File: src/rtl/seven_seg_scan_pkg.sv
// Shared display definitions: active-low hex font, segment-off code and
// an anode-all-off mask builder.
package seven_seg_scan_pkg;

    localparam int MAX_DIGITS = 16;

    localparam logic [6:0] SEG_OFF = 7'h7F;

    // Active-low segments, bit 0 = a ... bit 6 = g; glyphs 0-9, A, b, C, d, E, F.
    localparam logic [6:0] SEG_FONT [16] = '{
        7'h40, 7'h79, 7'h24, 7'h30, 7'h19, 7'h12, 7'h02, 7'h78,
        7'h00, 7'h10, 7'h08, 7'h03, 7'h46, 7'h21, 7'h06, 7'h0E
    };

    function automatic logic [MAX_DIGITS-1:0] anode_all_off(input int width);
        logic [MAX_DIGITS-1:0] mask;
        mask = '0;
        for (int i = 0; i < MAX_DIGITS; i++) begin
            if (i < width) begin
                mask[i] = 1'b1;
            end
        end
        return mask;
    endfunction

endpackage

File: src/rtl/seven_seg_scan_seg7_font.sv
// Combinational hex nibble to active-low seven-segment lookup.
module seg7_font
    import seven_seg_scan_pkg::*;
(
    input  logic [3:0] nibble_i,
    output logic [6:0] seg_n_o
);

    assign seg_n_o = SEG_FONT[nibble_i];

endmodule

File: src/rtl/seven_seg_scan.sv
// Time-multiplexed common-anode scanner with refresh prescaler, slot blanking,
// leading-zero suppression and frame-synchronous value updates.
module seven_seg_scan
    import seven_seg_scan_pkg::*;
#(
    parameter int NUM_DIGITS   = 8,
    parameter int TICK_DIV     = 100000,
    parameter int BLANK_CYCLES = 4
) (
    input  logic                    clock,
    input  logic                    reset_n,
    input  logic [4*NUM_DIGITS-1:0] value,
    input  logic                    load,
    input  logic [NUM_DIGITS-1:0]   digit_en,
    input  logic [NUM_DIGITS-1:0]   dp,
    input  logic                    lz_suppress,
    output logic [NUM_DIGITS-1:0]   anode,
    output logic [6:0]              cathode,
    output logic                    dp_n,
    output logic                    frame_start
);

    localparam int PRE_W = $clog2(TICK_DIV);
    localparam int IDX_W = (NUM_DIGITS > 1) ? $clog2(NUM_DIGITS) : 1;

    localparam logic [PRE_W-1:0] PRE_LAST  = PRE_W'(TICK_DIV - 1);
    localparam logic [PRE_W-1:0] PRE_BLANK = PRE_W'(BLANK_CYCLES);
    localparam logic [IDX_W-1:0] IDX_LAST  = IDX_W'(NUM_DIGITS - 1);

    localparam logic [MAX_DIGITS-1:0] ANODE_OFF_WIDE = anode_all_off(NUM_DIGITS);
    localparam logic [NUM_DIGITS-1:0] ANODE_OFF      = ANODE_OFF_WIDE[NUM_DIGITS-1:0];

    logic [PRE_W-1:0]            pre_q, pre_d;
    logic [IDX_W-1:0]            idx_q, idx_d;
    logic [4*NUM_DIGITS-1:0]     stage_q, stage_d;
    logic [NUM_DIGITS-1:0][3:0]  disp_q, disp_d;
    logic [NUM_DIGITS-1:0]       anode_q, anode_d;
    logic [6:0]                  cathode_q, cathode_d;
    logic                        dp_n_q, dp_n_d;
    logic                        frame_start_q, frame_start_d;

    logic                        pre_wrap;
    logic                        frame_end;
    logic [NUM_DIGITS:0]         zero_from;
    logic [NUM_DIGITS-1:0]       sel;
    logic                        dark;
    logic [6:0]                  font_seg;

    always_comb begin
        pre_wrap  = (pre_q == PRE_LAST);
        frame_end = pre_wrap && (idx_q == IDX_LAST);

        pre_d = pre_wrap ? '0 : pre_q + 1'b1;
        idx_d = idx_q;
        if (pre_wrap) begin
            idx_d = (idx_q == IDX_LAST) ? '0 : idx_q + 1'b1;
        end

        // A load on the boundary cycle bypasses staging straight into display.
        stage_d = load ? value : stage_q;
        disp_d  = frame_end ? stage_d : disp_q;
    end

    // zero_from[i]: every display nibble from the top digit down to i is zero.
    always_comb begin
        zero_from             = '0;
        zero_from[NUM_DIGITS] = 1'b1;
        for (int i = NUM_DIGITS - 1; i >= 0; i--) begin
            zero_from[i] = zero_from[i+1] && (disp_q[i] == 4'h0);
        end
    end

    seg7_font u_font (
        .nibble_i (disp_q[idx_q]),
        .seg_n_o  (font_seg)
    );

    always_comb begin
        sel  = NUM_DIGITS'(1) << idx_q;
        dark = (pre_q < PRE_BLANK)
            || !digit_en[idx_q]
            || (lz_suppress && (idx_q != '0) && zero_from[idx_q]);

        anode_d       = dark ? ANODE_OFF : ~sel;
        cathode_d     = dark ? SEG_OFF : font_seg;
        dp_n_d        = dark || !dp[idx_q];
        frame_start_d = (pre_q == '0) && (idx_q == '0);
    end

    always_ff @(posedge clock) begin
        if (!reset_n) begin
            pre_q         <= '0;
            idx_q         <= '0;
            stage_q       <= '0;
            disp_q        <= '0;
            anode_q       <= ANODE_OFF;
            cathode_q     <= SEG_OFF;
            dp_n_q        <= 1'b1;
            frame_start_q <= 1'b0;
        end else begin
            pre_q         <= pre_d;
            idx_q         <= idx_d;
            stage_q       <= stage_d;
            disp_q        <= disp_d;
            anode_q       <= anode_d;
            cathode_q     <= cathode_d;
            dp_n_q        <= dp_n_d;
            frame_start_q <= frame_start_d;
        end
    end

    assign anode       = anode_q;
    assign cathode     = cathode_q;
    assign dp_n        = dp_n_q;
    assign frame_start = frame_start_q;

endmodule

File: config.mk
export PLATFORM = sky130hd
export DESIGN_NAME = seven_seg_scan
export DESIGN_NICKNAME = d
export VERILOG_FILES = /design/src/rtl/seven_seg_scan_pkg.sv /design/src/rtl/seven_seg_scan_seg7_font.sv /design/src/rtl/seven_seg_scan.sv
export SDC_FILE = /design/constraint.sdc
export NUM_CORES = 1
export LEC_CHECK = 0
export CAP_MARGIN = 20
export CORE_UTILIZATION = 60
export CTS_CLUSTER_DIAMETER = 60
export CTS_CLUSTER_SIZE = 20
export DETAILED_ROUTE_END_ITERATION = 6
export DONT_BUFFER_PORTS = 1
export PLACE_DENSITY = 0.76
export SYNTH_ARGS = -nofsm -noshare
export SYNTH_HDL_FRONTEND = slang
export SYNTH_SLANG_ARGS = --single-unit
export TNS_END_PERCENT = 20
File: constraint.sdc
create_clock -name clock -period 6.9 [get_ports clock]
set_input_delay 1.38 -clock clock [delete_from_list [all_inputs] [get_ports clock]]
set_output_delay 1.38 -clock clock [all_outputs]
set_load 0.03 [all_outputs]
==> results of run 1 <==
## worst paths after layout
kind,from,to,slack [ps],cells past startpoint
worst min-delay path,pre_q[0]$_SDFF_PP0_,pre_q[0]$_SDFF_PP0_,490,1
worst max register to register,idx_q[0]$_SDFFE_PN0N_,cathode[3]$_SDFF_PP1_,3900,7
worst max-delay path,idx_q[0]$_SDFFE_PN0N_,cathode[3]$_SDFF_PP1_,3900,7
worst min register to register,pre_q[0]$_SDFF_PP0_,pre_q[0]$_SDFF_PP0_,490,1
## power by group
part / internal [W] / leakage, nW / switching [W]
combinational: 0.0000233 / 1.05 / 0.0000202
sequential: 0.000596 / 0.822 / 0.00000806
clock: 0.000168 / 0.100 / 0.000203
total: 0.000788 / 1.98 / 0.000231
## cell families (layout without fill, tap and decap cells)
kind of cell	after synthesis	in the layout
buffers and inverters	68	62
adders and majority gates	14	14
AOI/OAI and AO/OA	52	52
xor gates and xnor gates	15	15
muxes	54	54
DFF	101	101
and+or+nand+nor	124	124
## final cells by class
class                      instances  area, µm²  share of cell area (%)
timing repair buffer               3       30.0                   0.654
sequential                       101       2020                    44.1
tap                               96        120                    2.62
clock buffer                      10        128                    2.78
inverter                          43        161                    3.52
clock inverter                     6       62.6                    1.36
multi-input combinational        259       2060                    45.0
## synthesized netlist by cell type, types with 2 or more instances
master	number
mux2i_1	7
o221ai_1	2
nand2_1	52
nor3_1	6
nand2b_1	4
a2bb2oi_1	32
xor2_1	7
ha_1	14
and3_1	2
inv_1	43
nor2_1	23
nor4_1	11
o21ai_0	2
mux4_2	12
buf_1	3
clkbuf_1	6
buf_6	2
nand4_1	4
dfxtp_1	101
xnor2_1	8
buf_2	8
o211ai_1	3
a22oi_1	2
a21oi_1	2
buf_4	5
mux2_2	34
nand3_1	15
## sequential cells by signal (all words and copies together) (netlist names)
signal	count
anode	8
cathode	7
disp_q	32
dp_n	1
frame_start	1
idx_q	3
pre_q	17
stage_q	32
## per-stage QoR
| step | hold WS, ps | util (%) |
|---|---|---|
| floorplan | 441 | - |
| global placement | 466 | 63.0 |
| detailed placement | 474 | 63.1 |
| CTS | 494 | 65.9 |
| global route | 520 | 66.1 |
| finish | 490 | 66.1 |
## metal layers
metal,vias to the layer above,GRT usage (%)
met4,0,10.1
met1,1387,30.1
met3,17,6.64
li1,1468,-
met2,68,38.6
met5,-,0
## worst max-delay path: stages (launching register included)
cell and delay, ps:
dfxtp_1 960, mux4_2 630, mux2i_1 480, inv_1 140, ha_1 270, mux2_2 280
nand2_1 60, nand3_1 80
## cells in the final DEF (no fill, tap or decap), types with 2 or more instances in the layout
cell type  count
nand2b_1       4
a21oi_1        2
o211ai_1       3
nand2_1       52
mux4_2        12
nor3_1         6
ha_1          14
and3_1         2
clkinv_2       3
nand3_1       15
xor2_1         7
o21ai_0        2
o221ai_1       2
mux2i_1        7
clkbuf_8       9
xnor2_1        8
mux2_2        34
a2bb2oi_1     32
nor2_1        23
nand4_1        4
buf_4          2
dfxtp_1      101
a22oi_1        2
inv_1         43
nor4_1        11
==> key figures, run 1 <==
STA
  • Hold Fails Final Rpt: 0
  • Setup TNS Final: 0 ps
  • Worst-margin pin slew: 952 ps
  • Fin worst setup slack: 3900 ps
  • Max Fclk: 333 MHz
  • Pins Over Slew Limit: 0
  • Slew headroom: 36.5%
  • Unrepaired setup endpoints after global routing: false
  • Period Utilization, post-route: 43.5%
  • Minimum clock period: 3000 ps
  • Final setup violation count: 0
  • Layout Skew: 10.2 ps

Route
  • Final WL: 8.33 mm
  • Post-route ant nets: 0
  • Met3 WL post-DR: 463 µm
  • Routed vias: 2940
  • Post-DR wirelength/cell: 16.1 µm
  • DRT iter0 DRCs: 145
  • Total iterations of the first detailed-routing run: 4
  • Routed vias/inst: 5.68
  • DRC Markers: 0
  • M1 WL: 3.66 mm
  • Max layer used: met4
  • Met2 wire len: 4.02 mm

Clock tree
  • Hold Buf Count CTS: 0
  • # Post-CTS Setup Buffers: 0
  • Clk slew on worst S/H paths: 100 ps
  • Insertion delay to the later sink of the worst-skew pair: 380 ps
  • Resized cells post-CTS: 0
  • Max Root-Sink Buffers: 2
  • CTS Buf Count: 9
  • CTS tree: yes
  • CTS root buf: clkbuf_8
  • CTS sink cnt: 101
  • Htree depth: 3

Global route
  • Global-route wire length before repair: 13.9 mm
  • Vias in the first global route: 2872
  • Total track usage: 23.9%
  • Initial antenna violation count: 0
  • Largest net degree at the start of global routing: 41
  • Global route overflow: 0

Placement
  • GP Congestion: 0.813
  • Dpl cells: 501
  • Setup slack at placement: 3500 ps
  • Placed instance area: 4380 µm²
  • Post-DP HPWL: 6.00 mm
  • IO buf count: 0

Yosys
  • Synth unique cells: 45
  • Synth Area in Simple Gates: 13.5%
  • Combinational family with the most area after synthesis: multiplexers
  • Synthesis-stage register bit count: 101
  • Avg Inst Size Synth: 10.2 µm²
  • Ranking of synthesized cells by area: dfxtp_1, mux2_2, a2bb2oi_1
  • Compound-Gate Fraction of Synth Area: 9.75%
  • Adder-Cell Fraction of Synth Area: 3.99%
  • Post-synth EDFFs: 0
  • Top-area cell type share of the netlist area: 46.1%
  • Mux contribution to synthesized area: 16.8%
  • Post-synth top flop: dfxtp_1
  • Async SR Flop Fraction: 0%
  • Synth Area in XOR/XNOR: 2.99%
  • Register area share after synthesis: 46.1%
  • Yosys top cell by area: dfxtp_1
  • Syn Inst Count: 428
  • Synth Net Count: 494
  • Post-synthesis cell area: 4390 µm²
  • Synthesis Warnings: 0

Floorplanning
  • Row Count: 30
  • Core area: 6940 µm²
  • DIE AREA: 7660 µm²
  • Initial Util: 63.2%
  • Boundary pin count: 69
  • Die W: 87.5 µm
  • Die Ht: 87.5 µm

Status
  • Outcome: completed

Worst setup path
  • Worst EP required: 7170 ps
  • Arr. time, crit path: 3270 ps
  • Startpoint Class: flop
  • Setup crit end kind: flop
  • Crit-path max FO: 19
  • Critical path class: reg2reg

Final layout
  • P&R area growth vs syn: 4.59%
  • Final Instance Area: 4590 µm²
  • # fillers: 546
  • Layout Cells excl Fill: 518
  • Share of layout cells above drive strength 1: 16.4%
  • Antenna cells: 0
  • Nets: 483

Power
  • PwrDens: 222 nW/µm²
  • Worst-case vdd ir drop: 0.136 mV
  • P_leak: 1.98 nW
  • Total power: 0.00102 W

Job
  • Max Cap Viol: 0

Hold path
  • HP Class: reg2reg
Power figures use the tool's default switching activity.
==> inputs of run 2 (changes only) <==
==> constraint.sdc (replaced) <==
create_clock -name clock -period 3.1 [get_ports clock]
set_input_delay 0.62 -clock clock [delete_from_list [all_inputs] [get_ports clock]]
set_output_delay 0.62 -clock clock [all_outputs]
set_load 0.03 [all_outputs]
==> run 2 against run 1 <==
  * Fmax grew 12%
  * Wire length increased by 1.9%
  * Sequential share of layout area decreased by 0.51 points
  * Flip-flop and latch count is the same
  * Sequential power grew 120%
  * Register-to-register slack got worse by 3500 ps
  * Hold slack got worse by 100 ps
  * Clock-buffer cell count shrank 1
  * Clock power rose to 2.5 times the previous value
  * Non-clock buffer count grew 3
  * Power up 130%
  * Critical path type unchanged
  * Largest power group unchanged
==> key figures, run 2 (synthesis gave the netlist of run 1 again) <==
Clock tree
  • Max Root-Sink Buffers: 2 (unchanged)
  • CTS Buf Count: 9 (unchanged)
  • Clk slew on worst S/H paths: 100 ps (about the same)
  • CTS sink cnt: 101 (unchanged)
  • Insertion delay to the later sink of the worst-skew pair: 360 ps (was 380 ps)
  • Htree depth: 3 (unchanged)
  • Hold Buf Count CTS: 0 (unchanged)
  • CTS root buf: clkbuf_8 (unchanged)
  • # Post-CTS Setup Buffers: 0 (unchanged)
  • CTS tree: yes (unchanged)
  • Resized cells post-CTS: 0 (unchanged)

Power
  • P_leak: 2.00 nW (was 1.98 nW)
  • Worst-case vdd ir drop: 0.268 mV (was 0.136 mV)
  • PwrDens: 511 nW/µm² (was 222 nW/µm²)

Route
  • Final WL: 8.49 mm (was 8.33 mm)
  • Post-DR wirelength/cell: 16.3 µm (was 16.1 µm)
  • Total iterations of the first detailed-routing run: 4 (unchanged)
  • Routed vias: 3030 (was 2940)
  • DRT iter0 DRCs: 128 (was 145)
  • Routed vias/inst: 5.82 (was 5.68)
  • Post-route ant nets: 0 (unchanged)
  • DRC Markers: 0 (unchanged)

Global route
  • Initial antenna violation count: 0 (unchanged)
  • Vias in the first global route: 2978 (was 2872)
  • Global-route wire length before repair: 14.0 mm (was 13.9 mm)
  • Largest net degree at the start of global routing: 41 (unchanged)
  • Total track usage: 23.9% (about the same)
  • Global route overflow: 0 (unchanged)

STA
  • Setup TNS Final: 0 ps (unchanged)
  • Minimum clock period: 2680 ps (was 3000 ps)
  • Hold Fails Final Rpt: 0 (unchanged)
  • Final setup violation count: 0 (unchanged)
  • Slew headroom: 44.8% (was 36.5%)
  • Unrepaired setup endpoints after global routing: false (unchanged)
  • Max Fclk: 373 MHz (was 333 MHz)
  • Layout Skew: 9.89 ps (was 10.2 ps)
  • Period Utilization, post-route: 86.4% (was 43.5%)
  • Pins Over Slew Limit: 0 (unchanged)
  • Worst-margin pin slew: 804 ps (was 952 ps)

Final layout
  • Commonest non-fill, non-tap cell in the layout: dfxtp_1 (unchanged)
  • Final Instance Area: 4640 µm² (was 4590 µm²)
  • Antenna cells: 0 (unchanged)
  • Regs by FF count: disp_q x32, stage_q x32, pre_q x17 (unchanged)
  • Commonest non-fill, non-tap cells in the layout: dfxtp_1, nand2_1, inv_1 (unchanged)
  • Nets: 486 (was 483)
  • Final core occ: 66.8% (was 66.1%)
  • P&R area growth vs syn: 5.82% (was 4.59%)
  • Share of layout cells above drive strength 1: 17.2% (was 16.4%)

Floorplanning
  • Boundary pin count: 69 (unchanged)
  • Core area: 6940 µm² (unchanged)
  • Die W: 87.5 µm (unchanged)
  • DIE AREA: 7660 µm² (unchanged)
  • Initial Util: 63.2% (unchanged)
  • Row Count: 30 (unchanged)
  • Die Ht: 87.5 µm (unchanged)

Job
  • Max Cap Viol: 0 (unchanged)

Worst setup path
  • Worst EP required: 3360 ps (was 7170 ps)
  • Startpoint Class: flop (unchanged)
  • Critical path class: reg2reg (unchanged)
  • Arr. time, crit path: 2940 ps (was 3270 ps)
  • Crit-path max FO: 13 (was 19)
  • Setup crit end kind: flop (unchanged)

Status
  • Outcome: completed (unchanged)

Placement
  • IO buf count: 0 (unchanged)
  • Post-DP HPWL: 6.09 mm (was 6.00 mm)
  • Placed instance area: 4410 µm² (was 4380 µm²)
  • GP Congestion: 0.840 (was 0.813)

Hold path
  • HP Class: in2reg (was reg2reg)
==> run 2: report_power, final <==
part	total [W]	internal (W)	leakage, nW	switching [W]
sequential	0.00135	0.00133	0.822	0.0000181
clock	0.000932	0.000467	0.112	0.000465
combinational	0.0000965	0.0000509	1.07	0.0000456
total	0.00237	0.00185	2.00	0.000528
==> run 2: per-layer routing <==
metal / share of wire [%] / vias up / GRT usage [%]
met5: 0 / - / 0
li1: - / 1475 / -
met3: 5.3 / 21 / 5.69
met4: 2.6 / 0 / 12.2
met1: 42 / 1441 / 28.4
met2: 50 / 93 / 40.3
==> run 2: final timing paths <==
path                                            start                    end  slack (ps)  cells past startpoint
worst max-delay path            idx_q[0]$_SDFFE_PN0N_  cathode[0]$_SDFF_PP1_         420                      7
worst min-delay path                          reset_n  idx_q[1]$_SDFFE_PN0N_         390                      1
worst max register to register  idx_q[0]$_SDFFE_PN0N_  cathode[0]$_SDFF_PP1_         420                      7
worst min register to register    pre_q[0]$_SDFF_PP0_    pre_q[0]$_SDFF_PP0_         490                      1
==> run 2: metrics by stage <==
| stage | worst slack [ps] | hold WS (ps) | cells | total power (W) |
|---|---|---|---|---|
| 2_1_floorplan | 705 | 441 | 428 | 0.00147 |
| 3_3_place_gp | 408 | 459 | 504 | 0.00147 |
| 3_5_place_dp | 262 | 475 | 504 | 0.00147 |
| 4_1_cts | 237 | 368 | 520 | 0.00239 |
| 5_1_grt | 174 | 378 | 521 | 0.00246 |
| 6_report | 422 | 391 | 521 | 0.00237 |
==> run 2: final cells by class <==
class	count	area, µm²
clock inverters	7	105
repair buffers	6	45.0
well taps	96	120
flip-flops and latches	101	2020
clock buffers	9	124
inverters	43	161
multi-input cells	259	2060
fillers	535	2300
==> run 2: worst max-delay path, cell delays in order, from the launching register on <==
cell and delay [ps]:
dfxtp_1 730, mux4_2 580, mux2i_1 410, inv_1 190, ha_1 270, nor2_1 180, o2bb2ai_1 130, o21ai_1 80
==> inputs of run 3 (changes only) <==
--- a/config.mk
+++ b/config.mk
@@ -6,12 +6,14 @@
 export NUM_CORES = 1
 export LEC_CHECK = 0
 export CAP_MARGIN = 20
+export CORE_MARGIN = 4
 export CORE_UTILIZATION = 60
 export CTS_CLUSTER_DIAMETER = 60
 export CTS_CLUSTER_SIZE = 20
 export DETAILED_ROUTE_END_ITERATION = 6
 export DONT_BUFFER_PORTS = 1
-export PLACE_DENSITY = 0.76
+export PLACE_DENSITY = 0.84
+export SETUP_SLACK_MARGIN = 0.05
 export SYNTH_ARGS = -nofsm -noshare
 export SYNTH_HDL_FRONTEND = slang
 export SYNTH_SLANG_ARGS = --single-unit
==> run 3 against run 2 <==
  * Flip-flop and latch count is the same
  * Hold slack lost 3.8 ps
  * Die area grew 14%
  * Combinational power shrank 0.8%
  * Critical endpoint is now cathode[3]$_SDFF_PP1_
  * Sequential power is essentially flat
  * Clock-buffer cell count grew 1
==> key figures, run 3 (synthesis gave the netlist of run 1 again) <==
Final layout
  • Final Instance Area: 4600 µm² (was 4640 µm²)
  • Regs by FF count: disp_q x32, stage_q x32, pre_q x17 (unchanged)
  • Commonest non-fill, non-tap cell in the layout: dfxtp_1 (unchanged)
  • # fillers: 529 (was 535)
  • Share of layout cells above drive strength 1: 17.4% (was 17.2%)
  • P&R area growth vs syn: 4.88% (was 5.82%)
  • Commonest non-fill, non-tap cells in the layout: dfxtp_1, nand2_1, inv_1 (unchanged)
  • Nets: 487 (was 486)

Clock tree
  • Clk slew on worst S/H paths: 90 ps (was 100 ps)
  • CTS root buf: clkbuf_8 (unchanged)
  • Insertion delay to the later sink of the worst-skew pair: 360 ps (about the same)
  • CTS Buf Count: 9 (unchanged)
  • Htree depth: 3 (unchanged)
  • CTS tree: yes (unchanged)
  • # Post-CTS Setup Buffers: 0 (unchanged)
  • Hold Buf Count CTS: 0 (unchanged)
  • CTS sink cnt: 101 (unchanged)
  • Resized cells post-CTS: 0 (unchanged)
  • Max Root-Sink Buffers: 2 (unchanged)

STA
  • Unrepaired setup endpoints after global routing: false (unchanged)
  • Setup TNS Final: 0 ps (unchanged)
  • Period Utilization, post-route: 87.1% (was 86.4%)
  • Minimum clock period: 2700 ps (was 2680 ps)
  • Final setup violation count: 0 (unchanged)
  • Worst-margin pin slew: 819 ps (was 804 ps)
  • Max Fclk: 370 MHz (was 373 MHz)
  • Slew headroom: 43.9% (was 44.8%)
  • Layout Skew: 8.33 ps (was 9.89 ps)
  • Fin worst setup slack: 400 ps (was 422 ps)
  • Worst hold margin: 387 ps (was 391 ps)
  • Hold Fails Final Rpt: 0 (unchanged)
  • Pins Over Slew Limit: 0 (unchanged)

Status
  • Outcome: completed (unchanged)

Floorplanning
  • DIE AREA: 8740 µm² (was 7660 µm²)
  • Initial Util: 63.2% (unchanged)
  • Row Count: 30 (unchanged)
  • Die W: 93.5 µm (was 87.5 µm)
  • Core area: 6940 µm² (unchanged)
  • Boundary pin count: 69 (unchanged)
  • Die Ht: 93.5 µm (was 87.5 µm)

Power
  • P_leak: 1.99 nW (was 2.00 nW)
  • Worst-case vdd ir drop: 0.198 mV (was 0.268 mV)
  • PwrDens: 475 nW/µm² (was 511 nW/µm²)
  • Total power: 0.00219 W (was 0.00237 W)

Route
  • DRT iter0 DRCs: 162 (was 128)
  • Routed vias: 3019 (was 3030)
  • Routed vias/inst: 5.76 (was 5.82)
  • DRC Markers: 0 (unchanged)
  • Post-route ant nets: 0 (unchanged)
  • Total iterations of the first detailed-routing run: 6 (was 4)
  • Final WL: 8.83 mm (was 8.49 mm)
  • Post-DR wirelength/cell: 16.9 µm (was 16.3 µm)

Global route
  • Vias in the first global route: 3059 (was 2978)
  • Global-route wire length before repair: 14.7 mm (was 14.0 mm)
  • Initial antenna violation count: 3 (was 0)
  • Total track usage: 21.5% (was 23.9%)
  • Global route overflow: 0 (unchanged)
  • Largest net degree at the start of global routing: 41 (unchanged)

Worst setup path
  • Critical path cell sequence: mux4_2 > mux2i_1 > inv_1 > ha_1 > mux2_2 > nand2_1 > nand3_1 (was mux4_2 > mux2i_1 > inv_1 > ha_1 > nor2_1 > o2bb2ai_1 > o21ai_1)
  • CP delay by family, top: multiplexers (unchanged)
  • Worst path slowest cell: dfxtp_1 (unchanged)
  • Startpoint Class: flop (unchanged)
  • Worst EP required: 3350 ps (was 3360 ps)
  • Worst r2r dst: cathode[3]$_SDFF_PP1_ (was cathode[0]$_SDFF_PP1_)
  • Register-to-Register Path Depth: 7 (unchanged)
  • Crit-path max FO: 13 (unchanged)
  • Arr. time, crit path: 2950 ps (was 2940 ps)
  • Worst Path Buf+Inv: 1 (unchanged)
  • R2R Setup Slk: 400 ps (was 420 ps)
  • Worst setup path start: idx_q[0]$_SDFFE_PN0N_ (unchanged)
  • Max stage delay on crit path: 720 ps (was 730 ps)
  • Setup crit end kind: flop (unchanged)
  • Start of the worst register-to-register path: idx_q[0]$_SDFFE_PN0N_ (unchanged)
  • Critical path class: reg2reg (unchanged)

Placement
  • Post-DP HPWL: 6.46 mm (was 6.09 mm)
  • IO buf count: 0 (unchanged)
  • GP Congestion: 0.819 (was 0.840)
  • Setup slack at placement: 388 ps (was 262 ps)
  • Placed instance area: 4420 µm² (was 4410 µm²)

Hold path
  • HP Class: in2reg (unchanged)
  • Hold path depth: 2 (was 1)
  • Worst Hold Launch: reset_n (unchanged)
  • Worst Hold End: stage_q[28]$_SDFF_PN0_ (was idx_q[1]$_SDFFE_PN0N_)

Job
  • Max Cap Viol: 0 (unchanged)
-- run 3: area by class of cell --
class                   count  area (µm²)  area share [%]
clock inverters             6        37.5           0.816
multi-input cells         259        2060            44.9
diodes                      2        5.00           0.109
clock buffers              10         138            2.99
flip-flops and latches    101        2020            43.9
well taps                  96         120            2.61
inverters                  43         161            3.51
repair buffers              7        52.6            1.14
-- run 3: metrics by stage --
stage	utilization [%]	std cells
global route	66.3	524
global placement	63.5	505
CTS	66.2	522
finish	66.3	524
detailed placement	63.7	506
floorplan	-	428
-- run 3: routing by layer --
layer  vias up  wire length [µm]  global-route usage, %
li1       1467                 -                      -
met1      1459              3650                   25.1
met2        73              4390                   35.4
met3        18               528                   6.60
met4         2               252                   11.0
met5         -                11                      0
-- run 3: report_power, final --
part,internal (W),switching (W)
Clock,0.000312,0.000433
Sequential,0.00133,0.0000180
Combinational,0.0000511,0.0000447
-- run 3: worst reg2reg max path: stages (launching register included) --
cell,delay [ps]
dfxtp_1,720
mux4_2,600
mux2i_1,400
inv_1,190
ha_1,260
mux2_2,260
nand2_1,70
nand3_1,80
-- run 3: worst max-delay path by stage --
stage	end	slack, ps	depth (start not counted)
2_1_floorplan	cathode[3]$_SDFF_PP1_	700	9
3_3_place_gp	cathode[5]$_SDFF_PP1_	330	6
3_5_place_dp	cathode[3]$_SDFF_PP1_	390	7
4_1_cts	cathode[3]$_SDFF_PP1_	380	7
5_1_grt	cathode[0]$_SDFF_PP1_	170	7
6_report	cathode[3]$_SDFF_PP1_	400	7
